===== src/rtl/bcd_seq_ctrl.sv =====
// bcd_seq_ctrl
//   Arbitrates between two requesters (A/B) and sequences an external
//   digit-serial binary-to-BCD converter.
//   The converter needs 3 cycles of settling for the top digit. It needs
//   4 cycles between later digits. The block walks it through 8 digits,
//   most significant first, and collects them in a shadow register.
//   It then publishes the full result atomically with a one-cycle done
//   pulse.
//
// Ports
//   SYS_clk, SYS_rst    clock, async active-high reset
//   req_a/req_b         conversion requests, held until acked
//   bin_a/bin_b [25:0]  operands, valid while the matching req is high
//   ack_a/ack_b         combinational acceptance pulses
//   busy                conversion in progress
//   done, done_id       result-valid pulse and its requester (0=A, 1=B)
//   bcd_out [31:0]      packed BCD result, digit 7 in bits [31:28]
//   blank [7:0]         leading-zero mask; bit 0 is never set
//   cvt_bin_en          converter start pulse
//   cvt_bin_in [25:0]   operand held for the converter
//   cvt_next            converter step-to-next-digit pulse
//   cvt_dec [3:0]       current digit from the converter
module bcd_seq_ctrl (
  input  logic        SYS_clk,
  input  logic        SYS_rst,
  input  logic        req_a,
  input  logic        req_b,
  input  logic [25:0] bin_a,
  input  logic [25:0] bin_b,
  output logic        ack_a,
  output logic        ack_b,
  output logic        busy,
  output logic        done,
  output logic        done_id,
  output logic [31:0] bcd_out,
  output logic [7:0]  blank,
  output logic        cvt_bin_en,
  output logic [25:0] cvt_bin_in,
  output logic        cvt_next,
  input  logic [3:0]  cvt_dec
);

  typedef enum logic [1:0] {S_IDLE, S_START, S_WAIT, S_CAPT} state_t;

  state_t      state, state_nx;
  logic [2:0]  dig_idx;
  logic [2:0]  wait_cnt;
  logic        prio_b;     // 1: B wins a tie (A was served last)
  logic        cur_id;     // requester of the conversion in flight
  logic [31:0] shadow;
  logic        grant_a, grant_b, accept;

  // Bit k is set when digit k and every higher digit are zero.
  // A zero result still shows its units digit, so bit 0 stays clear.
  function automatic logic [7:0] blank_mask(input logic [31:0] v);
    logic z;
    blank_mask = 8'h00;
    z = 1'b1;
    for (int k = 7; k >= 1; k--) begin
      z = z & (v[4*k +: 4] == 4'd0);
      blank_mask[k] = z;
    end
  endfunction

  assign grant_a = req_a & (~req_b | ~prio_b);
  assign grant_b = req_b & (~req_a | prio_b);
  assign accept  = (state == S_IDLE) & (req_a | req_b);

  always_ff @(posedge SYS_clk or posedge SYS_rst) begin
    if (SYS_rst) state <= S_IDLE;
    else         state <= state_nx;
  end

  always_comb begin
    state_nx   = state;
    ack_a      = 1'b0;
    ack_b      = 1'b0;
    cvt_bin_en = 1'b0;
    cvt_next   = 1'b0;
    case (state)
      S_IDLE: begin
        if (accept) begin
          ack_a    = grant_a;
          ack_b    = grant_b;
          state_nx = S_START;
        end
      end
      S_START: begin
        cvt_bin_en = 1'b1;
        state_nx   = S_WAIT;
      end
      // The counter reaches zero on the transition into CAPT.
      S_WAIT: begin
        if (wait_cnt <= 3'd1) state_nx = S_CAPT;
      end
      S_CAPT: begin
        if (dig_idx != 3'd0) begin
          cvt_next = 1'b1;
          state_nx = S_WAIT;
        end else begin
          state_nx = S_IDLE;
        end
      end
      default: state_nx = S_IDLE;
    endcase
  end

  always_ff @(posedge SYS_clk or posedge SYS_rst) begin
    if (SYS_rst) begin
      busy       <= 1'b0;
      done       <= 1'b0;
      done_id    <= 1'b0;
      bcd_out    <= 32'h0;
      blank      <= 8'hFE;
      cvt_bin_in <= 26'h0;
      dig_idx    <= 3'd7;
      wait_cnt   <= 3'd0;
      prio_b     <= 1'b0;
      cur_id     <= 1'b0;
      shadow     <= 32'h0;
    end else begin
      done <= 1'b0;
      case (state)
        S_IDLE: begin
          if (accept) begin
            cvt_bin_in <= grant_b ? bin_b : bin_a;
            cur_id     <= grant_b;
            prio_b     <= grant_a;
            busy       <= 1'b1;
            dig_idx    <= 3'd7;
          end
        end
        S_START: wait_cnt <= 3'd3;
        S_WAIT:  wait_cnt <= wait_cnt - 3'd1;
        S_CAPT: begin
          shadow[{dig_idx, 2'b00} +: 4] <= cvt_dec;
          if (dig_idx != 3'd0) begin
            dig_idx  <= dig_idx - 3'd1;
            wait_cnt <= 3'd4;
          end else begin
            // The last digit bypasses the shadow, so the whole result lands at once.
            bcd_out <= {shadow[31:4], cvt_dec};
            blank   <= blank_mask({shadow[31:4], cvt_dec});
            done_id <= cur_id;
            done    <= 1'b1;
            busy    <= 1'b0;
            dig_idx <= 3'd7;
          end
        end
        default: ;
      endcase
    end
  end

endmodule


===== config.mk =====
export PLATFORM = sky130hd
export DESIGN_NAME = bcd_seq_ctrl
export DESIGN_NICKNAME = d
export VERILOG_FILES = /design/src/rtl/bcd_seq_ctrl.sv
export SDC_FILE = /design/constraint.sdc
export NUM_CORES = 1
export LEC_CHECK = 0
export BUFFER_PORTS_ARGS = -buffer_cell sky130_fd_sc_hd__buf_2
export CAP_MARGIN = 20
export CORE_ASPECT_RATIO = 0.6
export CORE_UTILIZATION = 47
export DETAILED_ROUTE_END_ITERATION = 6
export GPL_TIMING_DRIVEN = 0
export PLACE_DENSITY = 0.76
export SLEW_MARGIN = 20
export SYNTH_ARGS = -nofsm -noshare
export SYNTH_HDL_FRONTEND = slang
export SYNTH_SLANG_ARGS = --single-unit

===== constraint.sdc =====
create_clock -name SYS_clk -period 2.8 [get_ports SYS_clk]
set_input_delay 0.14 -clock SYS_clk [delete_from_list [all_inputs] [get_ports SYS_clk]]
set_output_delay 0.14 -clock SYS_clk [all_outputs]
set_load 0.05 [all_outputs]

======== Word level (Yosys, flattened, before mapping) ========
Cells that the tools add are included.
storage, ports and cells
  register bits ........................... 110
  latch bits .............................. 0
  RAM bits ................................ 0
  ROM bits ................................ 0
  input bits .............................. 60
  logic and storage cells ................. 81
  memories kept ........................... 0
cells by class
  $add $sub $neg .......................... 3
  $mul .................................... 0
  divide/modulo/power cells ............... 0
  magnitude comparators ................... 1
  equality and inequality tests ........... 7
  shift-type cells ........................ 2
  mux-type cells .......................... 23
  bitwise logic cells ..................... 16
  reductions and logical operators ........ 17
operators by type and width
  operator                                                        number
  bitwise mux 32 bit                                              1
  variable shift 4 x 7 -> 32 bit, first input constant            1
  variable part select 4 x 7 -> 32 bit                            1
  logical NOT 4 bit                                               7
  two-way mux 26 bit                                              1
  two-way mux 1 bit                                               11
  AND reduction 2 bit                                             5
  bitwise AND 1 bit                                               9
  two-way mux 3 bit                                               3
  one-hot mux 3 bit (3 select lines)                              1
  != test 2 bit, second input constant                            4
  one-hot mux 2 bit (4 select lines)                              1
  negation 5 -> 7 bit                                             1
  two-way mux 2 bit                                               3
  one-hot mux 3 bit (2 select lines)                              1
  nonzero test 3 bit                                              2
  subtractor 3 x 1 -> 3 bit, second input constant                2
  equality test 2 bit, second input constant                      2
  NOT 1 bit                                                       4
  less-or-equal comparator 3 x 1 -> 1 bit, second input constant  1
  OR 1 bit                                                        3
  AND reduction 3 bit                                             1
  equality test 2 x 1 -> 1 bit, second input constant             1
  logical NOT 2 bit                                               1
  2 further kinds                                                 2

======== Longest topological paths before layout ========
Gate-level depths: netlist (run 1).
  depth in word-level cells ............... 7
  depth in mapped cells ................... 8
  depth with buffers taken out ............ 7

======== Least setup slack after synthesis (run 1) ========
Ideal clock, no wire load.
  kind .................................... register -> register
  from .................................... register dig_idx[0]
  to ...................................... register shadow[16]
  library setup time ...................... 0.125 ns
  data arrival time ....................... 2.249 ns
  path slack .............................. 0.426 ns
  stages on the path, launching flop included .. 7
  buffers on the path ..................... 0
  clock period less this slack ............ 2.374 ns
  cell sequence ........................... dfstp_2 inv_1 ha_1 ha_1 and3b_1 o211ai_2 mux2_2
on the way
  cells in the longest elaborated chain, start to end .. 3
  elaborated cells on any way between the ends .. 4
  those cells by class .................... 1 x add/sub; 2 x shift; 1 x mux
ends and longest elaborated chain
  what                                                                                           RTL line  text
  from (decl)                                                                                    46        logic [2:0] dig_idx;
  from (signal assigned)                                                                         138       dig_idx <= dig_idx - 3'd1;
  negation 5 -> 7 bit (*)                                                                        136       shadow[{dig_idx, 2'b00} +: 4] <= cvt_dec;
  variable part select 4 x 7 -> 32 bit / variable shift 4 x 7 -> 32 bit (equally long branches)  136
  bitwise mux 32 bit (*)                                                                         136
  to (signal, indexed assignment)                                                                136
  to (decl)                                                                                      50        logic [31:0] shadow;
Every way passes the cells marked *; elsewhere a longest branch is shown, timed or not.
A chain may end at the register's enable or synchronous reset.

======== Worst setup path in the final report (run 1) ========
  from .................................... register dig_idx[0]
  to ...................................... register shadow[27]
The elaborated chain is that of the path after synthesis.

==> impl_metrics.py, run 1 <==
metrics = {
    "critical_path": {
        "cp_top_family": "adder cells",
        "critPathCapture": "shadow[27]",
        "cp.arrival_ns": 2.74,
        "r2r_cells": 5,
        "critPathMaxFanout": 9,
        "start_kind": "register",
        "slowest_stage": "dfstp_2",
        "r2r-end": "shadow[27]",
        "critical_path.startpoint": "dig_idx[0]",
        "path_cells": "inv_1, ha_1, ha_1, nor4b_4, mux2_2",
        "reg2reg_slack_ns": 0.30,
        "critPathBufInv": 1,
        "reg2reg_from": "dig_idx[0]",
        "worstPathRequired_ns": 3.03,
        "cp_common_cell": "ha_1",
        "worstSetupEndpointType": "register",
        "slowest_delay_ns": 0.65,
        "crit_cells": 5,
        "crit_type": "reg2reg",
    },
    "route": {
        "drt_iter0_drc": 217,
        "avgViaCountPerCell": 5.44,
        "dr.pass1.iters": 4,
        "postRouteWirelength_um": 11700,
        "ant_nets": 0,
        "vias": 3792,
        "routedWlPerCell_um": 16.9,
        "drc": 0,
    },
    "outcome": {
        "outcome": "finished, final reports clean",
    },
    "yosys": {
        "syn_area_um2": 4890,
        "synth.yosys.seq_area_share_pct": 54.4,
        "netlist_instances": 411,
        "yosys_warnings": 0,
        "ys_ff_latch": 106,
        "synth_area_per_cell_um2": 11.9,
        "ys.flop_type": "dfrtp_1",
        "synth_edf_count": 0,
        "syn_nets": 479,
        "synthDistinctLibCells": 40,
        "async_flop_share_pct": 100,
    },
    "sta": {
        "hold_violations": 0,
        "fin_crit_sh_pct": 89.5,
        "rsz0062_at_grt": "no",
        "fin_hold_ws_ns": 0.0598,
        "finalSetupViolCount": 0,
        "finClkSkew_ns": 0.0104,
        "min_period_ns": 2.50,
        "timing.slew.headroom_pct": 39.6,
        "drv_slew": 0,
        "fin_setup_tns_ns": 0,
        "tightest_slew_ns": 0.897,
        "fmax_ghz": 0.399,
    },
    "floorplanning": {
        "fp-row-count": 28,
        "core_area_um2": 9980,
        "die_w_um": 134,
        "initial_core_util_pct": 49.0,
        "num_io_pins": 133,
        "die_h_um": 81.1,
        "die_area_um2": 10800,
    },
    "pwr": {
        "peakVddDrop_v": 0.000536,
        "combinationalPowerShare_pct": 45.6,
        "power_mw": 6.75,
        "p_clk_share_pct": 18.3,
        "leakagePower_nw": 3.05,
        "power.density_nw_per_um2": 1110,
        "p_int_mw": 3.64,
        "power_frac_seq_pct": 36.1,
        "p_sw_mw": 3.12,
        "switching_share_pct": 46.2,
    },
    "placed_design": {
        "place.gp.congestion": 0.849,
        "dp_hpwl_um": 8910,
        "port_buffers": 131,
        "postPlaceCellArea_um2": 5790,
    },
    "clock_network": {
        "clk_latency_ns": 0.35,
        "post_cts_buffers": 0,
        "ctsHtreeMaxLevel": 3,
        "ctsResizeCount": 0,
        "cts_buffer_depth": 2,
        "cts_made_buffers": 9,
        "cts_tree": "done",
        "root_buffer": "clkbuf_16",
        "clk_pin_slew_ns": 0.07,
        "clkSinkCount": 106,
        "cts_hold_buffers": 1,
    },
    "cells_and_area": {
        "drive_above_1_share_pct": 44.0,
        "areaGrowthSynthToFinish_pct": 24.4,
        "final_area_um2": 6090,
        "antenna_cells": 0,
        "nets": 625,
    },
    "worst_hold_path": {
        "hold_path_depth": 3,
        "min_path_type": "in2reg",
    },
    "global_route": {
        "grt_antenna_before_repair": 0,
        "grt_pass1_wl_um": 19200,
        "grt_usage_pct": 23.2,
        "first_global_vias": 3735,
        "overflow": 0,
        "grt_max_degree": 35,
    },
    "run": {
        "maxCapViolCount": 0,
    },
}
registers in the layout, indices dropped and copies added, names as in the netlist:
register	count
bcd_out	32
blank	7
busy	1
cur_id	1
cvt_bin_in	26
dig_idx	3
done	1
done_id	1
prio_b	1
shadow	28
state	2
wait_cnt	3
how the worst min path moves through the flow:
stage | end | startpoint
global route | cvt_bin_in[25] | bin_a[25]
floorplan | bcd_out[0] | cvt_dec[0]
CTS | cvt_bin_in[23] | bin_a[23]
global placement | cvt_bin_in[3] | bin_a[3]
finish | cvt_bin_in[13] | bin_a[13]
detailed placement | cvt_bin_in[18] | SYS_rst
per-stage QoR:
stage / cells / worst slack, ns / utilization (%)
after floorplan: 411 / 0.426 / -
after global placement: 677 / 0.410 / 57.3
after detailed placement: 680 / 0.345 / 58.0
after CTS: 697 / 0.289 / 61.0
after global routing: 697 / 0.214 / 61.0
final: 697 / 0.295 / 61.0
final cells by class:
cell class / instances / area, µm²
fillers: 820 / 3890
flip-flops and latches: 106 / 2670
multi-input cells: 267 / 2050
repair buffers: 135 / 733
clock buffers: 9 / 225
well taps: 135 / 169
plain buffers: 27 / 134
clock inverters: 7 / 65.1
inverters: 11 / 45.0
power by group through the flow:
stage          registers, mW  logic, mW  clock network (mW)
3_5_place_dp            2.45       3.07                   0
4_1_cts                 2.43       3.08                1.26
6_report                2.44       3.08                1.24
2_1_floorplan           3.51       1.21                   0
3_3_place_gp            2.43       2.99                   0
5_1_grt                 2.50       3.28                1.33
worst min-delay path, cell delays in order:
cell     delay (ns)
buf_2          0.09
o21ai_0        0.06
a31oi_1        0.08
synthesized netlist by cell type (2+ instances only):
master / count / share of area, %
o21ai_0: 33 / 3.4
nor4_1: 7 / 0.89
nand2_1: 12 / 0.92
clkbuf_1: 13 / 1.0
inv_1: 11 / 0.84
nor3b_1: 2 / 0.31
nand3_1: 2 / 0.20
ha_1: 8 / 2.0
mux2i_1: 2 / 0.41
nor4b_4: 3 / 1.5
nor2_1: 4 / 0.31
mux2_2: 62 / 14
dfrtp_1: 96 / 49
nor2b_1: 6 / 0.77
nand4_1: 5 / 0.64
a31oi_1: 26 / 3.3
buf_4: 6 / 0.92
nand2b_1: 2 / 0.26
a21o_1: 6 / 0.92
and2_1: 14 / 1.8
dfstp_2: 10 / 5.4
and3b_1: 2 / 0.36
buf_2: 8 / 0.82
a21oi_1: 29 / 3.0
nand3_2: 2 / 0.41
nand3b_1: 26 / 4.0
routing by layer:
layer	wire length, µm	vias up	global-route usage (%)
met5	0	-	0
met4	133	0	6.14
met3	594	16	5.18
met2	5190	97	34.9
met1	5830	1890	33.8
li1	-	1789	-
cell families (layout without fill, tap and decap cells):
logic type	Yosys count	in the layout	share of synthesized area, %
AOI/OAI and AO/OA	99	99	11.5
adders and majority gates	8	8	2.05
buffers and inverters	38	189	3.58
DFF	106	106	54.4
muxes	64	64	14.7
other	1	1	0.0766
and+or+nand+nor	95	95	13.7
cells in the final DEF (no fill, tap or decap), types with 3 or more instances in the layout:
cell         n
buf_2      139
dfrtp_1     96
mux2_2      62
o21ai_0     33
a21oi_1     29
nand3b_1    26
a31oi_1     26
and2_1      14
clkbuf_1    13
nand2_1     12
inv_1       10
dfstp_2     10
clkbuf_16    9
ha_1         8
nor4_1       7
nor2b_1      6
buf_4        6
a21o_1       6
nand4_1      5
nor2_1       4
nor4b_4      3
inv_6        3
Power figures use the tool's default switching activity.
==> run 2, diff against run 1 <==
--- a/config.mk
+++ b/config.mk
@@ -8,10 +8,10 @@
 export BUFFER_PORTS_ARGS = -buffer_cell sky130_fd_sc_hd__buf_2
 export CAP_MARGIN = 20
 export CORE_ASPECT_RATIO = 0.6
-export CORE_UTILIZATION = 47
+export CORE_UTILIZATION = 40
 export DETAILED_ROUTE_END_ITERATION = 6
 export GPL_TIMING_DRIVEN = 0
-export PLACE_DENSITY = 0.76
+export PLACE_DENSITY = 0.66
 export SLEW_MARGIN = 20
 export SYNTH_ARGS = -nofsm -noshare
 export SYNTH_HDL_FRONTEND = slang
==> run 2 against run 1 <==
  * Global-route usage down 2.7 points
  * First-iteration DRC count down 26%
  * Routed wire length up 3.4%
  * Sequential power about the same
  * Count of clock-buffer cells in the layout unchanged
  * Largest power group unchanged
==> impl_metrics.py, run 2 (synthesis gave the netlist of run 1 again) <==
metrics = {
    "route": {
        "drt_iter0_drc": 161,
        "routedWlPerCell_um": 16.8,
        "avgViaCountPerCell": 5.32,
        "postRouteWirelength_um": 12100,
        "dr.pass1.iters": 5,
        "vias": 3839,
        "ant_nets": 0,
        "drc": 0,
    },
    "critical_path": {
        "worstSetupEndpointType": "register",
        "crit_type": "reg2reg",
        "start_kind": "register",
        "worstPathRequired_ns": 3.03,
        "cp.arrival_ns": 2.72,
        "critPathMaxFanout": 9,
        "r2r_cells": 5,
    },
    "cells_and_area": {
        "final_cell_mix": "buf_2, dfrtp_1, mux2_2",
        "areaGrowthSynthToFinish_pct": 25.2,
        "fill_cells": 1034,
        "utilization_pct": 52.8,
        "antenna_cells": 0,
        "drive_above_1_share_pct": 44.0,
        "top_register": "bcd_out",
        "final_area_um2": 6130,
        "largest_register_ffs": 32,
        "mostFrequentLayoutCell": "buf_2",
        "instances_no_fill": 722,
        "nets": 625,
        "reg_top3": "bcd_out x32, shadow x28, cvt_bin_in x26",
    },
    "clock_network": {
        "clk_pin_slew_ns": 0.08,
        "cts_buffer_depth": 2,
        "clk_latency_ns": 0.35,
        "ctsHtreeMaxLevel": 3,
        "clkSinkCount": 106,
        "cts_tree": "done",
        "cts_made_buffers": 9,
        "root_buffer": "clkbuf_16",
    },
    "sta": {
        "hold_violations": 0,
        "min_period_ns": 2.49,
        "fin_crit_sh_pct": 89.0,
        "tightest_slew_ns": 0.917,
        "rsz0062_at_grt": "no",
        "finClkSkew_ns": 0.0107,
        "finalSetupViolCount": 0,
        "timing.slew.headroom_pct": 38.3,
        "fmax_ghz": 0.401,
        "fin_setup_tns_ns": 0,
        "drv_slew": 0,
    },
    "placed_design": {
        "dp_hpwl_um": 9170,
        "port_buffers": 131,
        "postPlaceCellArea_um2": 5820,
        "place.gp.congestion": 0.807,
        "dp_cells": 705,
    },
    "floorplanning": {
        "die_area_um2": 12700,
        "fp-row-count": 30,
        "core_area_um2": 11600,
        "num_io_pins": 133,
        "die_h_um": 87.7,
        "initial_core_util_pct": 42.2,
        "die_w_um": 145,
    },
    "pwr": {
        "leakagePower_nw": 3.06,
        "power_mw": 6.77,
        "peakVddDrop_v": 0.000557,
        "power.density_nw_per_um2": 1100,
    },
    "global_route": {
        "grt_max_degree": 30,
        "first_global_vias": 3814,
        "grt_usage_pct": 20.5,
        "overflow": 0,
        "grt_antenna_before_repair": 0,
        "grt_pass1_wl_um": 19900,
    },
    "run": {
        "maxCapViolCount": 0,
    },
    "outcome": {
        "outcome": "finished, final reports clean",
    },
    "worst_hold_path": {
        "min_path_type": "in2reg",
        "hold_path_depth": 3,
    },
}
-- run 2: changes by cell type in the layout (fill, tap and decap cells not counted), sizes merged --
| cell | previous run | this run |
|---|---|---|
| inv | 15 | 14 |
| clkinv | 1 | 2 |
-- run 2: metrics by stage --
| stage | hold slack, ns | setup slack, ns |
|---|---|---|
| final | 0.0615 | 0.309 |
| after global routing | 0.0702 | 0.219 |
| after CTS | 0.0534 | 0.333 |
| after detailed placement | 0.259 | 0.360 |
| after global placement | 0.419 | 0.402 |
| after floorplan | 0.292 | 0.426 |
-- run 2: path summary, 6_finish.rpt --
path                                 start              to  slack [ns]
worst max register to register  dig_idx[0]      shadow[28]        0.31
worst min-delay path              bin_b[5]   cvt_bin_in[5]        0.06
worst max-delay path            dig_idx[0]      shadow[28]        0.31
min in group asynchronous          SYS_rst  cvt_bin_in[18]        0.42
max in group asynchronous          SYS_rst      dig_idx[0]        1.34
worst min register to register    blank[6]        blank[6]        0.47
-- run 2: where the power goes --
part	total, mW	internal, mW	leakage, nW	switching, mW
sequential	2.44	2.07	1.35	0.368
clock	1.24	0.632	0.143	0.608
combinational	3.09	0.940	1.56	2.15
-- run 2: worst max-delay path: stages (launching register included) --
cell and delay (ns):
dfstp_2 0.65, inv_1 0.14, ha_1 0.24, ha_1 0.45, nor4b_4 0.50, mux2_2 0.40
-- run 2: final cells by class --
type	count	area (µm²)	area share [%]
well taps	160	200	3.27
multi-input cells	267	2050	33.5
clock inverters	7	70.1	1.14
clock buffers	9	225	3.68
repair buffers	135	733	12.0
plain buffers	27	134	2.19
flip-flops and latches	106	2670	43.5
inverters	11	45.0	0.735
-- run 2: repair_timing --
action,4_1_cts,5_1_grt
gates resized for setup,0,0
endpoints found under the hold margin,21,0
setup buffers,0,0
hold buffers,1,0
setup endpoints to repair,0,0
-- run 2: per-layer routing --
metal  GRT usage (%)  wire length (µm)  part of all wire (%)
met2            29.8              5210                    43
met4            4.59               101                  0.83
met3            4.43               609                   5.0
met5               0                 0                     0
met1            31.1              6220                    51
==> run 3, diff against run 2 <==
--- a/config.mk
+++ b/config.mk
@@ -7,11 +7,14 @@
 export LEC_CHECK = 0
 export BUFFER_PORTS_ARGS = -buffer_cell sky130_fd_sc_hd__buf_2
 export CAP_MARGIN = 20
+export CELL_PAD_IN_SITES_DETAIL_PLACEMENT = 0
+export CELL_PAD_IN_SITES_GLOBAL_PLACEMENT = 2
 export CORE_ASPECT_RATIO = 0.6
-export CORE_UTILIZATION = 40
+export CORE_UTILIZATION = 30
 export DETAILED_ROUTE_END_ITERATION = 6
+export GPL_ROUTABILITY_DRIVEN = 0
 export GPL_TIMING_DRIVEN = 0
-export PLACE_DENSITY = 0.66
+export PLACE_DENSITY = 0.74
 export SLEW_MARGIN = 20
 export SYNTH_ARGS = -nofsm -noshare
 export SYNTH_HDL_FRONTEND = slang
==> run 3 against run 2 <==
  * Clock skew decreased by 0.0017 ns
  * Power increased by 0.92%
  * Fmax increased by 0.97%
  * First-iteration DRC count down 17%
  * Largest cell class unchanged
  * Highest routed layer unchanged
==> impl_metrics.py, run 3 (synthesis gave the netlist of run 1 again) <==
metrics = {
    "critical_path": {
        "reg2reg_from": "dig_idx[0]",
        "critical_path.startpoint": "dig_idx[0]",
        "cp.arrival_ns": 2.69,
        "start_kind": "register",
        "crit_type": "reg2reg",
        "critPathMaxFanout": 9,
        "worstSetupEndpointType": "register",
        "worstPathRequired_ns": 3.02,
    },
    "outcome": {
        "outcome": "finished, final reports clean",
    },
    "pwr": {
        "combinationalPowerShare_pct": 45.6,
        "p_sw_mw": 3.12,
        "leakagePower_nw": 3.06,
        "power_frac_seq_pct": 35.4,
        "peakVddDrop_v": 0.000401,
        "switching_share_pct": 45.6,
        "power.density_nw_per_um2": 1100,
        "p_clk_share_pct": 19.0,
        "p_int_mw": 3.71,
    },
    "floorplanning": {
        "fp-row-count": 35,
        "initial_core_util_pct": 31.3,
        "core_area_um2": 15600,
        "die_area_um2": 16800,
        "die_h_um": 101,
        "die_w_um": 167,
        "num_io_pins": 133,
    },
    "global_route": {
        "grt_pass1_wl_um": 21600,
        "grt_max_degree": 33,
        "grt_usage_pct": 16.8,
        "grt_use_met1_pct": 25.1,
        "busiest_layer": "met1",
        "overflow": 0,
        "grt_use_met2_pct": 24.0,
        "grt_antenna_before_repair": 0,
        "met3_usage_pct": 4.16,
        "first_global_vias": 3916,
    },
    "placed_design": {
        "place_ws_ns": 0.339,
        "postPlaceCellArea_um2": 5880,
        "port_buffers": 131,
        "dp_hpwl_um": 10200,
    },
    "cells_and_area": {
        "mostFrequentLayoutCell": "buf_2",
        "final_area_um2": 6190,
        "reg_top3": "bcd_out x32, shadow x28, cvt_bin_in x26",
        "final_cell_mix": "buf_2, dfrtp_1, mux2_2",
        "multi_input_area_um2": 2050,
        "fill_cells": 1559,
        "regArea_um2": 2670,
        "drive_above_1_share_pct": 43.8,
        "top_register": "bcd_out",
        "antenna_cells": 0,
        "utilization_pct": 39.6,
        "nets": 625,
        "areaGrowthSynthToFinish_pct": 26.5,
        "largest_register_ffs": 32,
    },
    "sta": {
        "drv_slew": 0,
        "fin_setup_tns_ns": 0,
        "fmax_ghz": 0.405,
        "timing.slew.headroom_pct": 33.6,
        "min_period_ns": 2.47,
        "finalSetupViolCount": 0,
        "setup_slack_ns": 0.333,
        "tightest_slew_ns": 0.987,
        "finClkSkew_ns": 0.00898,
        "fin_crit_sh_pct": 88.1,
        "fin_hold_ws_ns": 0.0601,
        "rsz0062_at_grt": "no",
        "hold_violations": 0,
    },
    "route": {
        "avgViaCountPerCell": 4.91,
        "postRouteWirelength_um": 13400,
        "ant_nets": 0,
        "dr.pass1.iters": 6,
        "drt_iter0_drc": 134,
        "vias": 3758,
        "drc": 0,
        "routedWlPerCell_um": 17.5,
    },
    "clock_network": {
        "root_buffer": "clkbuf_16",
        "ctsHtreeMaxLevel": 3,
        "clkSinkCount": 106,
        "clk_latency_ns": 0.35,
        "clk_pin_slew_ns": 0.07,
        "post_cts_buffers": 0,
        "cts_made_buffers": 9,
        "cts_tree": "done",
        "cts_buffer_depth": 2,
    },
    "run": {
        "maxCapViolCount": 0,
    },
    "worst_hold_path": {
        "holdCritStartpoint": "bin_a[16]",
        "min_path_type": "in2reg",
    },
}
[run 3: cell count changes in the layout (fill, tap and decap cells not counted)]
cell | before | now
bufinv_16 | 0 | 1
clkbuf_1 | 13 | 14
inv_8 | 4 | 1
inv_6 | 0 | 1
[run 3: power groups by stage]
stage | clock (mW) | sequential (mW) | combinational [mW]
4_1_cts | 1.35 | 2.43 | 3.13
3_5_place_dp | 0 | 2.45 | 3.12
6_report | 1.30 | 2.42 | 3.11
2_1_floorplan | 0 | 3.51 | 1.21
3_3_place_gp | 0 | 2.43 | 3.06
5_1_grt | 1.40 | 2.50 | 3.34
[run 3: area by class of cell]
| class | count | share of cell area (%) |
|---|---|---|
| sequential | 106 | 43.1 |
| multi-input combinational | 267 | 33.2 |
| timing repair buffer | 135 | 11.8 |
| tap | 203 | 4.10 |
| clock buffer | 10 | 3.70 |
| buffer | 27 | 2.16 |
| clock inverter | 6 | 1.21 |
| inverter | 11 | 0.728 |
[run 3: path summary, 6_finish.rpt]
| path | endpoint | slack, ns | cells after the start |
|---|---|---|---|
| max | shadow[28] | 0.33 | 5 |
| min | cvt_bin_in[16] | 0.06 | 3 |
| max reg2reg | shadow[28] | 0.33 | 5 |
| min reg2reg | blank[6] | 0.46 | 2 |
| max in group asynchronous | bcd_out[23] | 1.55 | 5 |
| min in group asynchronous | bcd_out[29] | 0.43 | 3 |
[run 3: metal layers]
layer,up-vias,part of all wire [%]
met5,-,0
met4,0,0.67
met1,1869,53
met2,94,41
met3,8,5.4
li1,1787,-
[run 3: stage by stage]
step / instances / total power, mW
finish: 765 / 6.83
global route: 765 / 7.24
CTS: 765 / 6.90
detailed placement: 748 / 5.58
global placement: 745 / 5.50
floorplan: 411 / 4.72
[run 3: critical path: stages (launching register included)]
cell and delay [ns]:
dfstp_2 0.65, inv_1 0.14, ha_1 0.25, ha_1 0.44, nor4b_4 0.48, mux2_2 0.39
[run 3: what timing repair did]
action | CTS | global route
hold buffers | 1 | 0
gates resized for setup | 0 | 0
endpoints found under the setup margin | 0 | 0
endpoints found under the hold margin | 22 | 0
